[config.mk]
export PLATFORM = sky130hd
export DESIGN_NAME = mem_stall_ctrl
export DESIGN_NICKNAME = d
export VERILOG_FILES = /design/src/rtl/mem_stall_ctrl_pkg.sv /design/src/rtl/mem_stall_ctrl.sv
export SDC_FILE = /design/constraint.sdc
export NUM_CORES = 1
export LEC_CHECK = 0
export CORE_AREA = 2 2 95 97
export CTS_BUF_LIST = sky130_fd_sc_hd__clkbuf_16
export DETAILED_ROUTE_END_ITERATION = 8
export DIE_AREA = 0 0 97 99
export HOLD_SLACK_MARGIN = 0.06
export PLACE_DENSITY_LB_ADDON = 0.2
export SYNTH_ARGS = -nofsm -noshare
export SYNTH_HDL_FRONTEND = slang
export SYNTH_SLANG_ARGS = --single-unit
[constraint.sdc]
create_clock -name clk -period 1.7 [get_ports clk]
set_input_delay 0.255 -clock clk [delete_from_list [all_inputs] [get_ports clk]]
set_output_delay 0.255 -clock clk [all_outputs]
set_load 0.01 [all_outputs]
[src/rtl/mem_stall_ctrl_pkg.sv]
// Shared CPU package: memory-stage stall FSM states and defaults.
// Holds the 2-bit state encoding, default ack timeout and helpers.
package mem_stall_ctrl_pkg;

  localparam int unsigned TIMEOUT_DEF = 255;

  typedef enum logic [1:0] {
    ST_IDLE = 2'd0,
    ST_REQ  = 2'd1,
    ST_SYS  = 2'd2,
    ST_ERR  = 2'd3
  } state_e;

  function automatic logic is_aligned(
    input logic [31:0] a
  );
    return a[1:0] == 2'b00;
  endfunction

endpackage

[src/rtl/mem_stall_ctrl.sv]
// Memory-stage stall controller: sequences data-memory and syscall
// handshakes and stalls F/D/E, holds M and bubbles W while waiting.
module mem_stall_ctrl
  import mem_stall_ctrl_pkg::*;
#(
  parameter int unsigned TIMEOUT = TIMEOUT_DEF
) (
  input  logic        clk,
  input  logic        rst_n,
  input  logic        memtoreg_m,
  input  logic        memwrite_m,
  input  logic        syscall_m,
  input  logic [31:0] aluout_m,
  input  logic [31:0] writedata_m,
  output logic        dmem_req,
  output logic        dmem_we,
  output logic [31:0] dmem_addr,
  output logic [31:0] dmem_wdata,
  input  logic        dmem_ack,
  input  logic [31:0] dmem_rdata,
  input  logic        sys_done,
  output logic        sys_busy,
  output logic        stall_fde,
  output logic        en_m,
  output logic        flush_w,
  output logic [31:0] readdata_m,
  output logic        addr_err,
  output logic        timeout_err
);

  localparam int unsigned CW =
    (TIMEOUT < 1) ? 1 : $clog2(TIMEOUT + 1);
  localparam logic [CW:0] TO_V = TIMEOUT[CW:0];
  localparam logic [CW:0] ONE  = (CW+1)'(1);

  state_e        state_q, state_d;
  logic [CW-1:0] cnt_q, cnt_d;
  logic [CW:0]   cnt_inc;
  logic [31:0]   readdata_q;
  logic          addr_err_q;

  logic mem_op, aligned;
  logic req_c, stall_c, mis_c;

  assign mem_op  = memtoreg_m | memwrite_m;
  assign aligned = is_aligned(aluout_m);
  assign cnt_inc = {1'b0, cnt_q} + ONE;

  always_comb begin
    state_d = state_q;
    cnt_d   = cnt_q;
    req_c   = 1'b0;
    stall_c = 1'b0;
    mis_c   = 1'b0;
    unique case (state_q)
      ST_IDLE: begin
        if (syscall_m) begin
          state_d = ST_SYS;
          stall_c = 1'b1;
        end else if (mem_op && aligned) begin
          req_c = 1'b1;
          if (!dmem_ack) begin
            state_d = ST_REQ;
            cnt_d   = '0;
            stall_c = 1'b1;
          end
        end else if (mem_op) begin
          mis_c = 1'b1;
        end
      end
      ST_REQ: begin
        req_c = 1'b1;
        if (dmem_ack) begin
          state_d = ST_IDLE;
        end else begin
          stall_c = 1'b1;
          // saturate at TIMEOUT; reaching it is fatal
          if (cnt_inc >= TO_V) begin
            cnt_d   = TO_V[CW-1:0];
            state_d = ST_ERR;
          end else begin
            cnt_d = cnt_inc[CW-1:0];
          end
        end
      end
      ST_SYS: begin
        if (sys_done) state_d = ST_IDLE;
        else          stall_c = 1'b1;
      end
      ST_ERR: begin
        stall_c = 1'b1;
      end
      default: state_d = ST_IDLE;
    endcase
  end

  always_ff @(posedge clk or negedge rst_n) begin
    if (!rst_n) begin
      state_q    <= ST_IDLE;
      cnt_q      <= '0;
      readdata_q <= '0;
      addr_err_q <= 1'b0;
    end else begin
      state_q    <= state_d;
      cnt_q      <= cnt_d;
      addr_err_q <= mis_c;
      // acks outside a live request are stray
      if (dmem_ack && memtoreg_m && req_c)
        readdata_q <= dmem_rdata;
    end
  end

  // reset aborts an in-flight request at once
  assign dmem_req    = rst_n & req_c;
  assign dmem_we     = memwrite_m;
  assign dmem_addr   = aluout_m;
  assign dmem_wdata  = writedata_m;
  assign sys_busy    = (state_q == ST_SYS);
  assign stall_fde   = rst_n & stall_c;
  assign en_m        = ~(rst_n & stall_c);
  assign flush_w     = rst_n & stall_c;
  assign readdata_m  = readdata_q;
  assign addr_err    = addr_err_q;
  assign timeout_err = (state_q == ST_ERR);

endmodule

==> qor.yml, run 1 <==
leakage_nw: 1.79
cap_violations: 0
syn_nets: 335
grt_pass1_wl_um: 9520
htreeDepth: 2
crit_type: "reg2reg"
yosysWarnings: 0
drt_wl_total_um: 6880
internal_power_w: 0.00461
slew_violations: 0
worst_slew_pin_slew_ns: 0.469
p_comb_share_pct: 57.1
hp-class: "in2async"
yosys.area.top_type: "dfrtp_1"
fillers: 815
die-height_um: 99
boundaryPins: 207
drcViolationCount: 0
clock-root-buffer: "clkbuf_16"
grt_pass1_vias: 1858
crit_required_ns: 1.87
syn_inst: 225
antenna_found_initial: 0
setup_viol: 41
r2r-start: "state_q[0]"
io_buffer_count: 82
cts_tree: "done"
reg2reg_slack_ns: -0.21
max_stage_delay_ns: 0.40
clkPwrFrac_pct: 16.5
grt-ovfl-total: 0
wire_per_inst_um: 17.0
path_clk_slew_ns: 0.07
final_cells: 404
skew_ns: 0.00898
vias: 1886
timing.critical_path.cells: "inv_2, ha_4, buf_6, nand2b_4, nor3_2, o211ai_1, buf_4, clkbuf_16, mux2_4"
clockBufferDepth: 2
final.min_clock_period_ns: 1.91
r2r-end: "readdata_m[4]"
placed_cells: 380
powerDensity_nw_per_um2: 1710
async_flop_share_pct: 100
rsz0062_at_grt: "yes"
ff2ff_path_depth: 9
fmax_mhz: 525
core_area_um2: 8550
grt_max_degree: 37
outcome: "complete, but fails checks"
initial_core_util_pct: 29.4
ys_ff_latch: 43
die_w_um: 97
layout_common_cells: "clkdlybuf4s50_1, dfrtp_1, buf_4"
setup_ws_ns: -0.206
netSwitchingFraction_pct: 32.1
syn-cell-area_um2: 2520
diodes: 0
drtIter0Drc: 78
cp-end-kind: "register"
seqPwrFrac_pct: 26.4
final_common_cell: "clkdlybuf4s50_1"
cpMaxStageDelayCell: "dfrtp_2"
ant_nets: 0
synth_cell_type_count: 41
worstSetupStartpointType: "register"
peakVddDrop_v: 0.000696
first_pass_iters: 4
clk-insertion-delay-late_ns: 0.29
syn_to_final_growth_pct: 58.3
dieArea_um2: 9600
nets: 405
p_switching_w: 0.00218
cp_max_fo: 6
synth_top_area_share_pct: 42.8
cts_buffers: 5
synthFlopType: "dfrtp_1"
place.gp.congestion: 0.824
yosys-top-cells-area: "dfrtp_1, buf_4, mux2_2, ha_1, a31oi_1"
drive_gt1_share_pct: 47.6
syn_area_per_cell_um2: 11.2
dp.final_hpwl_um: 4310
seq_area_frac_synth_pct: 42.8
fp-row-count: 34
hold_viol_final: 0
clkSinkCount: 43
whs_ns: 0.0993
critPathArrivalTime_ns: 2.07
finalCritPeriodShare_pct: 112
synth_enable_flop_cells: 0
relSlewSlack_pct: 68.7
grt_use_total_pct: 12.3
viasPerCell: 4.67
violations: "setup timing"
final cells by class:
type,instances,area (µm²),share of cell area [%]
clock inverters,3,43.8,1.10
inverters,5,21.3,0.534
repair buffers,133,1320,33.1
flip-flops and latches,43,1080,27.1
clock buffers,5,125,3.14
well taps,108,135,3.39
multi-input cells,107,1260,31.7
worst max-delay path, delay by kind of cell, from the launching register on:
kind	cells	cell delay, ns
buffers and inverters	4	0.58
flip-flops	1	0.40
multiplexers	1	0.30
AO/OA/AOI/OAI	1	0.23
adder cells (fa/ha/maj)	1	0.17
AND/OR/NAND/NOR	2	0.11
flip-flops by register name, summed over array words and instances (netlist names):
name and cells:
readdata_m 32, state_q 2, cnt_q 8, addr_err 1
cells in the mapped netlist (all sizes together) (2+ instances only):
cell	n
a21oi	7
a31o	2
a31oi	5
and3	3
buf	70
dfrtp	43
ha	7
inv	5
mux2	32
nand2	7
nand2b	3
nand3	3
nor2	6
nor2b	3
nor3	3
o21ai	5
o22a	2
xnor2	2
how the worst max path moves through the flow:
stage / slack (ns) / end / from
after floorplan: -0.05 / readdata_m[0] / state_q[0]
after global placement: -0.64 / flush_w / dmem_ack
after detailed placement: -0.61 / flush_w / dmem_ack
after CTS: -0.18 / en_m / state_q[0]
after global routing: -0.30 / readdata_m[11] / state_q[0]
final: -0.21 / readdata_m[4] / state_q[0]
logic make-up after synthesis:
kind of cell | Yosys count | synth area share, %
mux | 32 | 14.3
xor+xnor | 2 | 0.696
compound gates | 31 | 9.35
flops | 43 | 42.8
fa+ha+maj | 7 | 3.48
buf+inv | 75 | 21.5
simple gates | 35 | 7.91
timing repair:
item | 4_1_cts | 5_1_grt
setup endpoints to repair | 50 | 48
hold buffers | 1 | 0
buffers inserted | 5 | 6
cloned | 1 | 4
resized for setup | 41 | 76
pin swaps | 12 | 18
endpoints found under the hold margin | 7 | 0
metrics by stage:
| stage | worst slack, ns | instance area, µm² | total power [W] | utilization, % | TNS, ns |
|---|---|---|---|---|---|
| floorplan | -0.0545 | 2550 | 0.00326 | - | -1.68 |
| global placement | -0.643 | 3260 | 0.00467 | 38.1 | -19.47 |
| detailed placement | -0.610 | 3260 | 0.00470 | 38.1 | -20.06 |
| CTS | -0.177 | 3530 | 0.00599 | 41.3 | -5.96 |
| global route | -0.304 | 3980 | 0.00719 | 46.6 | -10.51 |
| finish | -0.206 | 3980 | 0.00679 | 46.6 | -6.38 |
power groups by stage:
stage / combinational [W] / clock [W] / sequential (W)
2_1_floorplan: 0.00131 / 0 / 0.00195
5_1_grt: 0.00412 / 0.00120 / 0.00186
3_5_place_dp: 0.00294 / 0 / 0.00176
6_report: 0.00388 / 0.00112 / 0.00179
3_3_place_gp: 0.00293 / 0 / 0.00174
4_1_cts: 0.00310 / 0.00116 / 0.00174
per-layer routing:
layer | part of all wire (%) | up-vias | wire (µm) | global-route usage, %
met4 | 1.4 | 0 | 93 | 4.77
met2 | 48 | 81 | 3280 | 18.8
met5 | 0 | - | 0 | 0
met3 | 6.0 | 25 | 413 | 4.04
met1 | 45 | 922 | 3090 | 16.3
li1 | - | 858 | - | -
Note: power is estimated with default switching activity, not from simulation.
==> run 2: changes to the inputs <==
--- a/config.mk
+++ b/config.mk
@@ -6,7 +6,6 @@
 export NUM_CORES = 1
 export LEC_CHECK = 0
 export CORE_AREA = 2 2 95 97
-export CTS_BUF_LIST = sky130_fd_sc_hd__clkbuf_16
 export DETAILED_ROUTE_END_ITERATION = 8
 export DIE_AREA = 0 0 97 99
 export HOLD_SLACK_MARGIN = 0.06
==> run 2 against run 1 <==
  * The run still ends with setup timing left
  * Sequential share of layout area rose by 2.2 points
  * Cell count shrank 0.99%
  * Clock skew rose by 0.0032 ns
  * Total power decreased by 12%
  * Worst hold slack lost 0.034 ns
==> qor.yml, run 2 (synthesis results as in run 1) <==
outcome: "complete, but fails checks"
violations: "setup timing"
antenna_found_initial: 0  # unchanged
timing.critical_path.cells: "inv_2, ha_4, buf_6, nand2b_4, nor3_2, o211ai_1, buf_4, clkbuf_16, mux2_4"
max_stage_delay_ns: 0.40  # about the same
internal_power_w: 0.00407  # -12%
layout_common_cells: "clkdlybuf4s50_1, dfrtp_1, buf_4"
setup_ws_ns: -0.200  # +0.00581 ns
cts_tree: "done"
crit_required_ns: 1.89  # +0.02 ns
largest_reg_flops: 32  # unchanged
vias: 1825  # -3.2%
peakVddDrop_v: 0.000654  # -6.1%
drcViolationCount: 0  # unchanged
worstSetupStartpointType: "register"
cp-end-kind: "register"
viasPerCell: 4.56  # -2.3%
grt_pass1_wl_um: 9470  # -0.44%
cpMaxStageDelayCell: "dfrtp_1"
cp_max_fo: 6  # unchanged
fillers: 845  # +3.7%
fmax_mhz: 526  # +0.31%
dp.final_hpwl_um: 4310  # unchanged
diodes: 0  # unchanged
grt_max_degree: 37  # unchanged
core_area_um2: 8550  # unchanged
drive_gt1_share_pct: 40.1  # -7.6 points
hold_viol_final: 0  # unchanged
place.gp.congestion: 0.824  # unchanged
grt-ovfl-total: 0  # unchanged
hp-class: "in2async"
wl_met2_um: 2920  # -11%
critPathArrivalTime_ns: 2.09  # +0.02 ns
routed.top_layer: "met4"
relSlewSlack_pct: 68.4  # -0.34 points
initial_core_util_pct: 29.4  # unchanged
whs_ns: 0.0652  # -0.0341 ns
drtIter0Drc: 45  # -42%
final.min_clock_period_ns: 1.90  # -0.00581 ns
leakage_nw: 1.69  # -5.7%
wl_met1_um: 2930  # -5.2%
clkSinkCount: 43  # unchanged
worst_slew_pin_slew_ns: 0.474  # +0.00511 ns
drt_wl_total_um: 6410  # -6.9%
syn_to_final_growth_pct: 46.1
p_switching_w: 0.00193  # -12%
grt_use_total_pct: 12.2  # -0.075 points
setup_viol: 46  # +12%
io_buffer_count: 82  # unchanged
cap_violations: 0  # unchanged
clkPwrFrac_pct: 13.9  # -2.6 points
setup-tns-final_ns: -6.74  # -0.365 ns
finalCritPeriodShare_pct: 112  # -0.34 points
path_clk_slew_ns: 0.10  # +0.03 ns
first_pass_iters: 4  # unchanged
seqPwrFrac_pct: 29.4  # +3.0 points
ant_nets: 0  # unchanged
htreeDepth: 2  # unchanged
clock-root-buffer: "clkbuf_8"
rsz0062_at_grt: "yes"
wire_per_inst_um: 16.0  # -6.0%
boundaryPins: 207  # unchanged
grt_pass1_vias: 1868  # +0.54%
wl_met3_um: 433  # +4.8%
netSwitchingFraction_pct: 32.1  # +0.065 points
final_common_cell: "clkdlybuf4s50_1"
die-height_um: 99  # unchanged
dieArea_um2: 9600  # unchanged
nets: 401  # -0.99%
p_comb_share_pct: 56.8  # -0.3 points
powerDensity_nw_per_um2: 1630  # -4.4%
fp-row-count: 34  # unchanged
cts_buffers: 5  # unchanged
slew_violations: 0  # unchanged
die_w_um: 97  # unchanged
clk-insertion-delay-late_ns: 0.31  # +0.02 ns
skew_ns: 0.0121  # +0.00316 ns
r2r-start: "state_q[0]"
cp-startpoint: "state_q[0]"
crit_type: "reg2reg"
clockBufferDepth: 2  # unchanged
## run 2: final timing paths
kind                                  end  slack, ns  cells after the start
min in group clk            dmem_addr[16]       0.51                      0
max                         readdata_m[4]      -0.20                      9
max reg2reg                 readdata_m[4]      -0.20                      9
max in group asynchronous        cnt_q[1]       1.08                      3
min reg2reg                readdata_m[29]       0.52                      1
min                              addr_err       0.07                      2
## run 2: final cells by class
type                            count  area (µm²)  share of cell area (%)
Multi-Input combinational cell    107        1100                    29.9
Clock inverter                      3        43.8                    1.19
Timing Repair Buffer              129        1240                    33.6
Clock buffer                        5        68.8                    1.87
Inverter                            5        18.8                   0.511
Sequential cell                    43        1080                    29.3
Tap cell                          108         135                    3.68
## run 2: metal layers
metal | track usage (%) | vias to the layer above
li1 | - | 847
met1 | 16.4 | 863
met2 | 18.6 | 88
met3 | 3.97 | 27
met4 | 4.44 | 0
met5 | 0 | -
## run 2: per-stage QoR
| step | utilization [%] | instance area, µm² | worst slack [ns] | power [W] | cells |
|---|---|---|---|---|---|
| final | 43.0 | 3680 | -0.200 | 0.00600 | 400 |
| after global routing | 43.0 | 3680 | -0.315 | 0.00639 | 400 |
| after CTS | 40.8 | 3480 | -0.207 | 0.00571 | 396 |
| after detailed placement | 38.1 | 3260 | -0.610 | 0.00470 | 380 |
| after global placement | 38.1 | 3260 | -0.643 | 0.00467 | 380 |
| after floorplan | - | 2550 | -0.0545 | 0.00326 | 225 |
## run 2: power groups by stage
stage / registers, W / clock network (W) / logic (W)
after floorplan: 0.00195 / 0 / 0.00131
after global placement: 0.00174 / 0 / 0.00293
after detailed placement: 0.00176 / 0 / 0.00294
after CTS: 0.00174 / 0.000868 / 0.00310
after global routing: 0.00182 / 0.000914 / 0.00365
final: 0.00176 / 0.000833 / 0.00340
## run 2: repair_timing
item | in CTS | in global routing
hold endpoints to repair | 7 | 0
setup endpoints to repair | 50 | 47
pin swaps | 14 | 4
setup buffers | 6 | 1
gates cloned | 1 | 3
hold buffers | 1 | 0
resized for setup | 45 | 34
## run 2: critical path, delay by kind of cell (launching register included)
kind | cells | cell delay [ns]
compound gates | 1 | 0.23
fa+ha+maj | 1 | 0.16
simple gates | 2 | 0.11
flops | 1 | 0.40
mux | 1 | 0.30
buf+inv | 4 | 0.58
==> run 3: changes to the inputs <==
--- a/config.mk
+++ b/config.mk
@@ -8,6 +8,7 @@
 export CORE_AREA = 2 2 95 97
 export DETAILED_ROUTE_END_ITERATION = 8
 export DIE_AREA = 0 0 97 99
+export GPL_TIMING_DRIVEN = 0
 export HOLD_SLACK_MARGIN = 0.06
 export PLACE_DENSITY_LB_ADDON = 0.2
 export SYNTH_ARGS = -nofsm -noshare
==> run 3 against run 2 <==
  * The run still ends with setup timing left
  * Global-route usage grew 1.7 points
  * Wire length grew 15%
  * Clock skew shrank 0.0046 ns
  * Utilization grew 14 points
  * Total power grew 6.8%
  * First-iteration DRC count shrank 4.4%
  * Combinational power grew 11%
  * Clock power shrank 3.6%
  * Cell count grew 28%
  * Highest routed layer unchanged
==> qor.yml, run 3 (synthesis results as in run 1) <==
final_cells: 514  # +28%
drive_gt1_share_pct: 45.1  # +5.0 points
hp-class: "reg2reg"
power_w: 0.00640  # +6.8%
io_buffer_count: 144  # +76%
cap_violations: 0  # unchanged
placed_cells: 478  # +26%
rsz0062_at_grt: "yes"
fp-row-count: 34  # unchanged
initial_core_util_pct: 29.4  # unchanged
wl_met1_um: 3120  # +6.4%
drtIter0Drc: 43  # -4.4%
dp.final_hpwl_um: 5250  # +22%
drt_wl_total_um: 7350  # +15%
fmax_mhz: 528  # +0.33%
clk-insertion-delay-late_ns: 0.30  # about the same
hold_viol_final: 0  # unchanged
relSlewSlack_pct: 60.4  # -8.0 points
final_common_cell: "clkdlybuf4s50_1"
grt-ovfl-total: 0  # unchanged
slew_violations: 0  # unchanged
place.gp.congestion: 0.762  # -7.6%
grt_pass1_wl_um: 11000  # +16%
diodes: 0  # unchanged
vias: 2299  # +26%
grt_pass1_vias: 2258  # +21%
setup_ws_ns: -0.194  # +0.00629 ns
final_util_pct: 57.0  # +14 points
clkSinkCount: 43  # unchanged
wire_per_inst_um: 14.3  # -11%
setup_viol: 42  # -8.7%
layout_common_cells: "clkdlybuf4s50_1, buf_4, dfrtp_1"
powerDensity_nw_per_um2: 1310  # -19%
crit_type: "reg2out"
skew_ns: 0.00758  # -0.00457 ns
clockBufferDepth: 2  # unchanged
crit_required_ns: 1.44  # -0.45 ns
cp-end-kind: "output pin"
viasPerCell: 4.47  # -2.0%
wl_met3_um: 535  # +24%
cts_buffers: 5  # unchanged
clock-root-buffer: "clkbuf_8"
routed.top_layer: "met4"
peakVddDrop_v: 0.000587  # -10%
syn_to_final_growth_pct: 93.5
critPathArrivalTime_ns: 1.64  # -0.45 ns
outcome: "complete, but fails checks"
wl_met2_um: 3650  # +25%
grt_max_degree: 31  # -16%
boundaryPins: 207  # unchanged
leakage_nw: 2.20  # +30%
finalCritPeriodShare_pct: 111  # -0.37 points
largest_reg_flops: 32  # unchanged
die_w_um: 97  # unchanged
ant_nets: 0  # unchanged
cts_tree: "done"
worstSetupStartpointType: "register"
nets: 515  # +28%
worst_slew_pin_slew_ns: 0.591  # +0.118 ns
first_pass_iters: 4  # unchanged
whs_ns: 0.508  # +0.443 ns
die-height_um: 99  # unchanged
setup-tns-final_ns: -4.78  # +1.96 ns
htreeDepth: 2  # unchanged
final.min_clock_period_ns: 1.89  # -0.00629 ns
dieArea_um2: 9600  # unchanged
grt_use_total_pct: 13.9  # +1.7 points
antenna_found_initial: 0  # unchanged
cp_max_fo: 5  # -1
violations: "setup timing"
drcViolationCount: 0  # unchanged
path_clk_slew_ns: 0.08  # -0.02 ns
core_area_um2: 8550  # unchanged
run 3: cell types whose count changed in the layout (fill, tap and decap cells not counted), sizes merged:
cell / previous run / this run
clkdlybuf4s50: 72 / 131
buf: 50 / 101
inv: 5 / 4
clkbuf: 8 / 6
clkinvlp: 0 / 1
dlygate4sd3: 1 / 2
dlygate4sd2: 3 / 8
run 3: worst max-delay path, stage by stage, from the launching register on:
cell,delay [ns]
dfrtp_2,0.46
inv_2,0.09
ha_4,0.18
nor2b_4,0.17
o41ai_4,0.10
nand3_2,0.10
inv_2,0.05
buf_6,0.10
buf_6,0.11
run 3: layout make-up:
cell class	instances	area (µm²)
Fill cell	738	3680
Clock buffer	5	68.8
Buffer	69	544
Inverter	5	22.5
Tap cell	108	135
Clock inverter	3	43.8
Timing Repair Buffer	174	1810
Sequential cell	43	1080
Multi-Input combinational cell	107	1170
run 3: per-stage QoR:
step                      worst slack (ns)  instance area [µm²]
after floorplan                    -0.0545                 2550
after global placement               -1.97                 4130
after detailed placement             -1.09                 4140
after CTS                           -0.270                 4710
after global routing                -0.307                 4870
final                               -0.194                 4870
run 3: path summary, 6_finish.rpt:
kind	endpoint	from	slack (ns)	depth (start not counted)
setup / recovery	stall_fde	state_q[0]	-0.19	8
hold / removal	readdata_m[2]	readdata_m[2]	0.51	1
setup reg to reg	readdata_m[20]	state_q[0]	-0.17	9
hold reg to reg	readdata_m[2]	readdata_m[2]	0.51	1
max in group asynchronous	readdata_m[2]	rst_n	0.22	3
min in group asynchronous	readdata_m[15]	rst_n	0.58	4
run 3: where the power goes:
part	total, W	internal, W	leakage, nW	switching, W
registers	0.00180	0.00149	0.524	0.000314
clock network	0.000803	0.000438	0.0581	0.000366
logic	0.00379	0.00242	1.62	0.00137
total	0.00640	0.00435	2.20	0.00205
run 3: routing by layer:
| metal | GRT usage [%] | up-vias |
|---|---|---|
| met3 | 3.55 | 4 |
| li1 | - | 1079 |
| met4 | 2.93 | 0 |
| met5 | 0 | - |
| met1 | 17.5 | 1103 |
| met2 | 24.4 | 113 |
run 3: what timing repair did:
| item | 4_1_cts | 5_1_grt |
|---|---|---|
| cloned | 3 | 1 |
| setup endpoints to repair | 50 | 44 |
| setup buffers | 18 | 6 |
| hold buffers | 3 | 0 |
| resized for setup | 68 | 37 |
| pin swaps | 12 | 10 |
| endpoints found under the hold margin | 13 | 0 |
